`src/rtl/mips_ex_stage.sv`:
```
// Execute stage: operand forwarding, ALU, branch resolution and
// load-use / forwarding hazard detection for the decode stage.
module mips_ex_stage (
  input  logic        CLOCK,
  input  logic        RESET,
  input  logic        stallE,
  input  logic        ALUflush,
  input  logic        RegWriteE,
  input  logic        MemtoRegE,
  input  logic        MemWriteE,
  input  logic [4:0]  ALUControlE,
  input  logic        ALUSrcE,
  input  logic        RegDstE,
  input  logic [31:0] SrcAE,
  input  logic [31:0] SrcBE,
  input  logic [4:0]  RtE,
  input  logic [4:0]  RdE,
  input  logic [31:0] SignImmE,
  input  logic [31:0] uSignImmE,
  input  logic [4:0]  shmntE,
  input  logic [31:0] PCE,
  input  logic [31:0] jumpaddM,
  input  logic [4:0]  NextRs,
  input  logic [4:0]  NextRt,
  input  logic [5:0]  Nextop,
  input  logic        forwardArs,
  input  logic        forwardArt,
  input  logic [31:0] ALUOutEf,
  input  logic        forwardBrs,
  input  logic        forwardBrt,
  input  logic [31:0] MemDataEf,
  input  logic        forwardCrs,
  input  logic        forwardCrt,
  input  logic [31:0] MforwardE,
  output logic        RWE,
  output logic        MRE,
  output logic        MWE,
  output logic        BranchE,
  output logic [31:0] ALUOutE,
  output logic [31:0] WriteDataE,
  output logic [4:0]  WriteRegE,
  output logic [31:0] targetaddE,
  output logic        hazardArs,
  output logic        hazardArt,
  output logic        hazardBrs,
  output logic        hazardBrt,
  output logic        stallsigE
);

  localparam logic [4:0] OpAdd   = 5'd0;
  localparam logic [4:0] OpAddu  = 5'd1;
  localparam logic [4:0] OpSub   = 5'd2;
  localparam logic [4:0] OpSubu  = 5'd3;
  localparam logic [4:0] OpAnd   = 5'd4;
  localparam logic [4:0] OpOr    = 5'd5;
  localparam logic [4:0] OpXor   = 5'd6;
  localparam logic [4:0] OpNor   = 5'd7;
  localparam logic [4:0] OpSlt   = 5'd8;
  localparam logic [4:0] OpSll   = 5'd9;
  localparam logic [4:0] OpSrl   = 5'd10;
  localparam logic [4:0] OpSra   = 5'd11;
  localparam logic [4:0] OpSllv  = 5'd12;
  localparam logic [4:0] OpSrlv  = 5'd13;
  localparam logic [4:0] OpSrav  = 5'd14;
  localparam logic [4:0] OpAddi  = 5'd15;
  localparam logic [4:0] OpAddiu = 5'd16;
  localparam logic [4:0] OpAndi  = 5'd17;
  localparam logic [4:0] OpOri   = 5'd18;
  localparam logic [4:0] OpXori  = 5'd19;
  localparam logic [4:0] OpLw    = 5'd20;
  localparam logic [4:0] OpSw    = 5'd21;
  localparam logic [4:0] OpBeq   = 5'd22;
  localparam logic [4:0] OpBne   = 5'd23;
  localparam logic [4:0] OpJ     = 5'd24;
  localparam logic [4:0] OpJal   = 5'd25;
  localparam logic [4:0] OpJr    = 5'd26;

  logic [31:0] opA, opR, opB;
  logic [31:0] result, target;
  logic        taken;
  logic [4:0]  dest;
  logic        rsCmp, rtCmp, hzValid;
  logic        matchRs, matchRt;

  assign opA = forwardArs ? ALUOutEf :
               forwardBrs ? MemDataEf :
               forwardCrs ? MforwardE : SrcAE;
  assign opR = forwardArt ? ALUOutEf :
               forwardBrt ? MemDataEf :
               forwardCrt ? MforwardE : SrcBE;
  assign opB = ALUSrcE ? SignImmE : opR;

  always_comb begin
    result = 32'd0;
    target = 32'd0;
    taken  = 1'b0;
    case (ALUControlE)
      OpAdd, OpAddu:   result = opA + opB;
      OpSub, OpSubu:   result = opA - opB;
      OpAnd:           result = opA & opB;
      OpOr:            result = opA | opB;
      OpXor:           result = opA ^ opB;
      OpNor:           result = ~(opA | opB);
      OpSlt:           result = {31'd0, $signed(opA) < $signed(opB)};
      OpSll:           result = opR << shmntE;
      OpSrl:           result = opR >> shmntE;
      OpSra:           result = $signed(opR) >>> shmntE;
      OpSllv:          result = opR << opA[4:0];
      OpSrlv:          result = opR >> opA[4:0];
      OpSrav:          result = $signed(opR) >>> opA[4:0];
      OpAddi, OpAddiu: result = opA + SignImmE;
      OpAndi:          result = opA & uSignImmE;
      OpOri:           result = opA | uSignImmE;
      OpXori:          result = opA ^ uSignImmE;
      OpLw, OpSw:      result = opA + SignImmE;
      OpBeq: begin
        taken  = (opA == opR);
        target = PCE + 32'd1 + SignImmE;
      end
      OpBne: begin
        taken  = (opA != opR);
        target = PCE + 32'd1 + SignImmE;
      end
      OpJ: begin
        taken  = 1'b1;
        target = jumpaddM;
      end
      OpJal: begin
        taken  = 1'b1;
        target = jumpaddM;
        result = PCE + 32'd1;
      end
      OpJr: begin
        taken  = 1'b1;
        target = opA;
      end
      default: result = 32'd0;
    endcase
  end

  assign dest = (ALUControlE == OpJal) ? 5'd31 :
                RegDstE ? RdE : RtE;

  // Only I-type rt is a source for R-type, beq/bne and sw
  assign rsCmp   = !(Nextop == 6'd2 || Nextop == 6'd3);
  assign rtCmp   = (Nextop == 6'd0) || (Nextop == 6'd4) ||
                   (Nextop == 6'd5) || (Nextop == 6'h2B);
  assign hzValid = RegWriteE && (dest != 5'd0);
  assign matchRs = hzValid && rsCmp && (NextRs == dest);
  assign matchRt = hzValid && rtCmp && (NextRt == dest);

  always_ff @(posedge CLOCK) begin
    if (RESET || ALUflush) begin
      RWE        <= 1'b0;
      MRE        <= 1'b0;
      MWE        <= 1'b0;
      BranchE    <= 1'b0;
      ALUOutE    <= 32'd0;
      WriteDataE <= 32'd0;
      WriteRegE  <= 5'd0;
      targetaddE <= 32'd0;
      hazardArs  <= 1'b0;
      hazardArt  <= 1'b0;
      hazardBrs  <= 1'b0;
      hazardBrt  <= 1'b0;
      stallsigE  <= 1'b0;
    end else if (stallE) begin
      // Bubble; hazard flags hold for the stalled consumer
      RWE        <= 1'b0;
      MRE        <= 1'b0;
      MWE        <= 1'b0;
      BranchE    <= 1'b0;
      ALUOutE    <= 32'd0;
      WriteDataE <= 32'd0;
      WriteRegE  <= 5'd0;
      targetaddE <= 32'd0;
      stallsigE  <= 1'b0;
    end else begin
      RWE        <= RegWriteE;
      MRE        <= MemtoRegE;
      MWE        <= MemWriteE;
      BranchE    <= taken;
      ALUOutE    <= result;
      WriteDataE <= opR;
      WriteRegE  <= dest;
      targetaddE <= target;
      hazardArs  <= matchRs && !MemtoRegE;
      hazardArt  <= matchRt && !MemtoRegE;
      hazardBrs  <= matchRs && MemtoRegE;
      hazardBrt  <= matchRt && MemtoRegE;
      stallsigE  <= (matchRs || matchRt) && MemtoRegE;
    end
  end

endmodule

```
`config.mk`:
```
export PLATFORM = sky130hd
export DESIGN_NAME = mips_ex_stage
export DESIGN_NICKNAME = d
export VERILOG_FILES = /design/src/rtl/mips_ex_stage.sv
export SDC_FILE = /design/constraint.sdc
export NUM_CORES = 1
export LEC_CHECK = 0
export CAP_MARGIN = 10
export CORE_MARGIN = 1.5
export CORE_UTILIZATION = 25
export CTS_CLUSTER_DIAMETER = 200
export DETAILED_ROUTE_END_ITERATION = 8
export HOLD_SLACK_MARGIN = 0.03
export MAX_ROUTING_LAYER = met4
export SLEW_MARGIN = 10
export SYNTH_ARGS = -nofsm -noshare
export SYNTH_HDL_FRONTEND = slang
export SYNTH_SLANG_ARGS = --single-unit
```
`constraint.sdc`:
```
create_clock -name CLOCK -period 4.9 [get_ports CLOCK]
set_input_delay 0.98 -clock CLOCK [delete_from_list [all_inputs] [get_ports CLOCK]]
set_output_delay 0.98 -clock CLOCK [all_outputs]
set_load 0.02 [all_outputs]
```
==> metrics.csv <==
metric,value,unit
outcome,"complete, no violations",
htreeDepth,3,
min_from,hazardBrs$_SDFFE_PP0N_,
fmax,206,MHz
worstPathArrival,5.15,ns
wire_per_inst,33.1,um
final_cells,5514,
cts_tree,yes,
cp.required,5.19,ns
ios,449,
drive_gt1_frac,0.300,
grt_usage,0.407,
timing.slew.headroom,0.295,
port_buffers,448,
critical_path.max_stage_delay,0.49,ns
hold_depth,2,
antenna_left,0,
nets,4831,
cp-start-kind,primary input,
drt-total-wl,183000,um
ys_seq_area_frac,0.102,
initial_core_util,0.254,
syn_area_per_cell,7.13,sq um
worstSetupPathType,in -> reg,
grt_max_degree,48,
fin_util,0.426,
r2r-end,hazardBrs$_SDFFE_PP0N_,
synth_cell_types,95,
area_growth,67.9,%
cts_buffers,9,
period_minus_slack,4.86,ns
crit_slowest_cell,clkdlybuf4s50_1,
die_w,298,um
tightest_slew,1.05,ns
final_max_slew_viol_count,0,
yosysTopAreaCellShare,0.118,
drc,0,
power_density,202,mW/mm^2
place_ws,-1.05,ns
finalCritPeriodShare,0.993,
synth_warnings,0,
hold_class,reg -> reg,
ys_async_sr_fraction,0,
synthCells,3040,
rr_worst_depth,2,
synth_largest_area_cell,mux2i_1,
clock_latency,0.46,ns
grt_first_pass_wirelength,247000,um
drtIter0Drc,4176,
ctsRootBufferMaster,clkbuf_16,
firstDrtPassIters,9,
drv_cap,0,
setup_ws,0.0364,ns
synth_edf_count,0,
core_area,0.0855,sq mm
path_cells,clkdlybuf4s50_1 -> mux2i_1 -> a221o_1 -> nand2_1 -> o21ai_0 -> buf_4 -> ha_1 -> or2_2 -> o221ai_2 -> a31oi_1 -> buf_4 -> a211oi_4 -> buf_4 -> nor2_1 -> xor2_1 -> buf_4 -> nor2_1 -> nor4_1 -> buf_4 -> a31oi_1,
clk_pin_slew_worst_paths,0.10,ns
grt-ovfl-total,0,
setup_viol,0,
syn_nets,3511,
grt_pass1_vias,29800,
dp.cells,5480,
r2r-start,hazardBrs$_SDFFE_PP0N_,
rows,107,
avgViaCountPerCell,5.80,
cpMostUsedCell,buf_4,
dominantRegCellSynth,dfxtp_1,
numClockSinks,110,
startpoint,MforwardE[2],
place_hpwl,155000,um
ys_top_cells_by_area,"mux2i_1 (12%), dfxtp_1 (10%), ha_1 (7.4%), nor2_1 (5.4%), o21ai_0 (5.4%)",
critPathCaptureType,flip-flop,
yosys-top-cells-count,"nor2_1 (312), nand2_1 (278), mux2i_1 (256)",
antenna_found_initial,9,
synth.most_common_cell,nor2_1,
rsz0062_at_grt,true,
place_congestion,1.10,
critPathMaxFanout,4,
vias,32000,
final-hold-violation-count,0,
die-area,0.0885,sq mm
total_leakage_power,15.7,nW
ys_ff_latch,110,
die_h,298,um
final.setup_skew,0,ns
r2r_slack,4.27,ns
syn_area,0.0217,sq mm
irDropWorstVdd,213,uV
clock_path_buffers,2,
hold_end,hazardBrs$_SDFFE_PP0N_,
==> worst max path at each step <==
stage,endpoint,depth (start not counted)
2_1_floorplan,ALUOutE[31]$_SDFF_PP0_,16
3_3_place_gp,ALUOutE[26]$_SDFF_PP0_,18
3_5_place_dp,ALUOutE[26]$_SDFF_PP0_,18
4_1_cts,ALUOutE[27]$_SDFF_PP0_,19
5_1_grt,ALUOutE[27]$_SDFF_PP0_,21
6_report,ALUOutE[13]$_SDFF_PP0_,20
==> repair_timing <==
| action | in CTS | in global routing |
|---|---|---|
| hold buffers | 0 | 0 |
| setup endpoints to repair | 27 | 30 |
| pin swaps | 12 | 32 |
| hold endpoints to repair | 0 | 0 |
| setup buffers | 4 | 7 |
| gates resized for setup | 48 | 109 |
| cloned | 0 | 2 |
==> critical path: cells and delay by family <==
| kind | cells | cell delay [ns] |
|---|---|---|
| buffers and inverters | 6 | 1.40 |
| AO/OA/AOI/OAI | 6 | 1.30 |
| AND/OR/NAND/NOR | 5 | 0.99 |
| adder cells (fa/ha/maj) | 1 | 0.20 |
| multiplexers | 1 | 0.13 |
| XOR/XNOR | 1 | 0.13 |
==> sequential cells by signal (all words and copies together) (netlist names) <==
| signal | flops |
|---|---|
| hazardBrt | 1 |
| targetaddE | 32 |
| MRE | 1 |
| WriteDataE | 32 |
| stallsigE | 1 |
| RWE | 1 |
| hazardArt | 1 |
| hazardArs | 1 |
| WriteRegE | 5 |
| ALUOutE | 32 |
| hazardBrs | 1 |
| MWE | 1 |
| BranchE | 1 |
==> metrics by stage <==
stage / area [sq um] / hold slack [ns] / power, mW / setup TNS, ns
3_5_place_dp: 35200 / 0.477 / 6.10 / -23.17
2_1_floorplan: 21700 / 0.546 / 3.06 / -0.0416
4_1_cts: 35800 / 0.497 / 7.10 / 0
6_report: 36400 / 0.496 / 7.36 / 0
5_1_grt: 36400 / 0.528 / 7.59 / -0.134
3_3_place_gp: 35200 / 0.464 / 6.17 / -23.83
==> layout make-up <==
| type | count | area, sq um |
|---|---|---|
| Antenna cell | 5 | 12.5 |
| Tap cell | 1144 | 1430 |
| Clock inverter | 7 | 93.8 |
| Fill cell | 8873 | 49100 |
| Inverter | 99 | 374 |
| Sequential cell | 110 | 2200 |
| Timing Repair Buffer | 1520 | 13200 |
| Multi-Input combinational cell | 2620 | 18900 |
| Clock buffer | 9 | 225 |
==> report_power, final <==
| group | switching [mW] | total (mW) | internal, mW |
|---|---|---|---|
| Combinational | 3.13 | 5.53 | 2.40 |
| Sequential | 0.00894 | 0.924 | 0.915 |
| Clock | 0.529 | 0.902 | 0.373 |
==> routing by layer <==
layer | GRT usage | share of wire | vias up
li1 | - | - | 14200
met1 | 0.553 | 0.45 | 15700
met2 | 0.579 | 0.41 | 1818
met3 | 0.0865 | 0.095 | 248
met4 | 0.159 | 0.046 | 0
met5 | - | 0 | -
==> cell families after synthesis <==
kind of cell / share of synthesized area
AOI/OAI and AO/OA: 0.339
xor gates and xnor gates: 0.0670
adders and majority gates: 0.0772
buffers and inverters: 0.0614
DFF: 0.102
muxes: 0.144
and+or+nand+nor: 0.210
==> placed cells by master, fill, tap and decap left out, types with 108 or more instances in the layout <==
cell type and count:
xnor2_1 108, dfxtp_1 110, clkdlybuf4s50_1 440, ha_1 121, mux2i_1 250, nor2_1 304, nand2_1 273, a21oi_1 163
o21ai_0 218, buf_4 1018
Power figures use the tool's default switching activity.
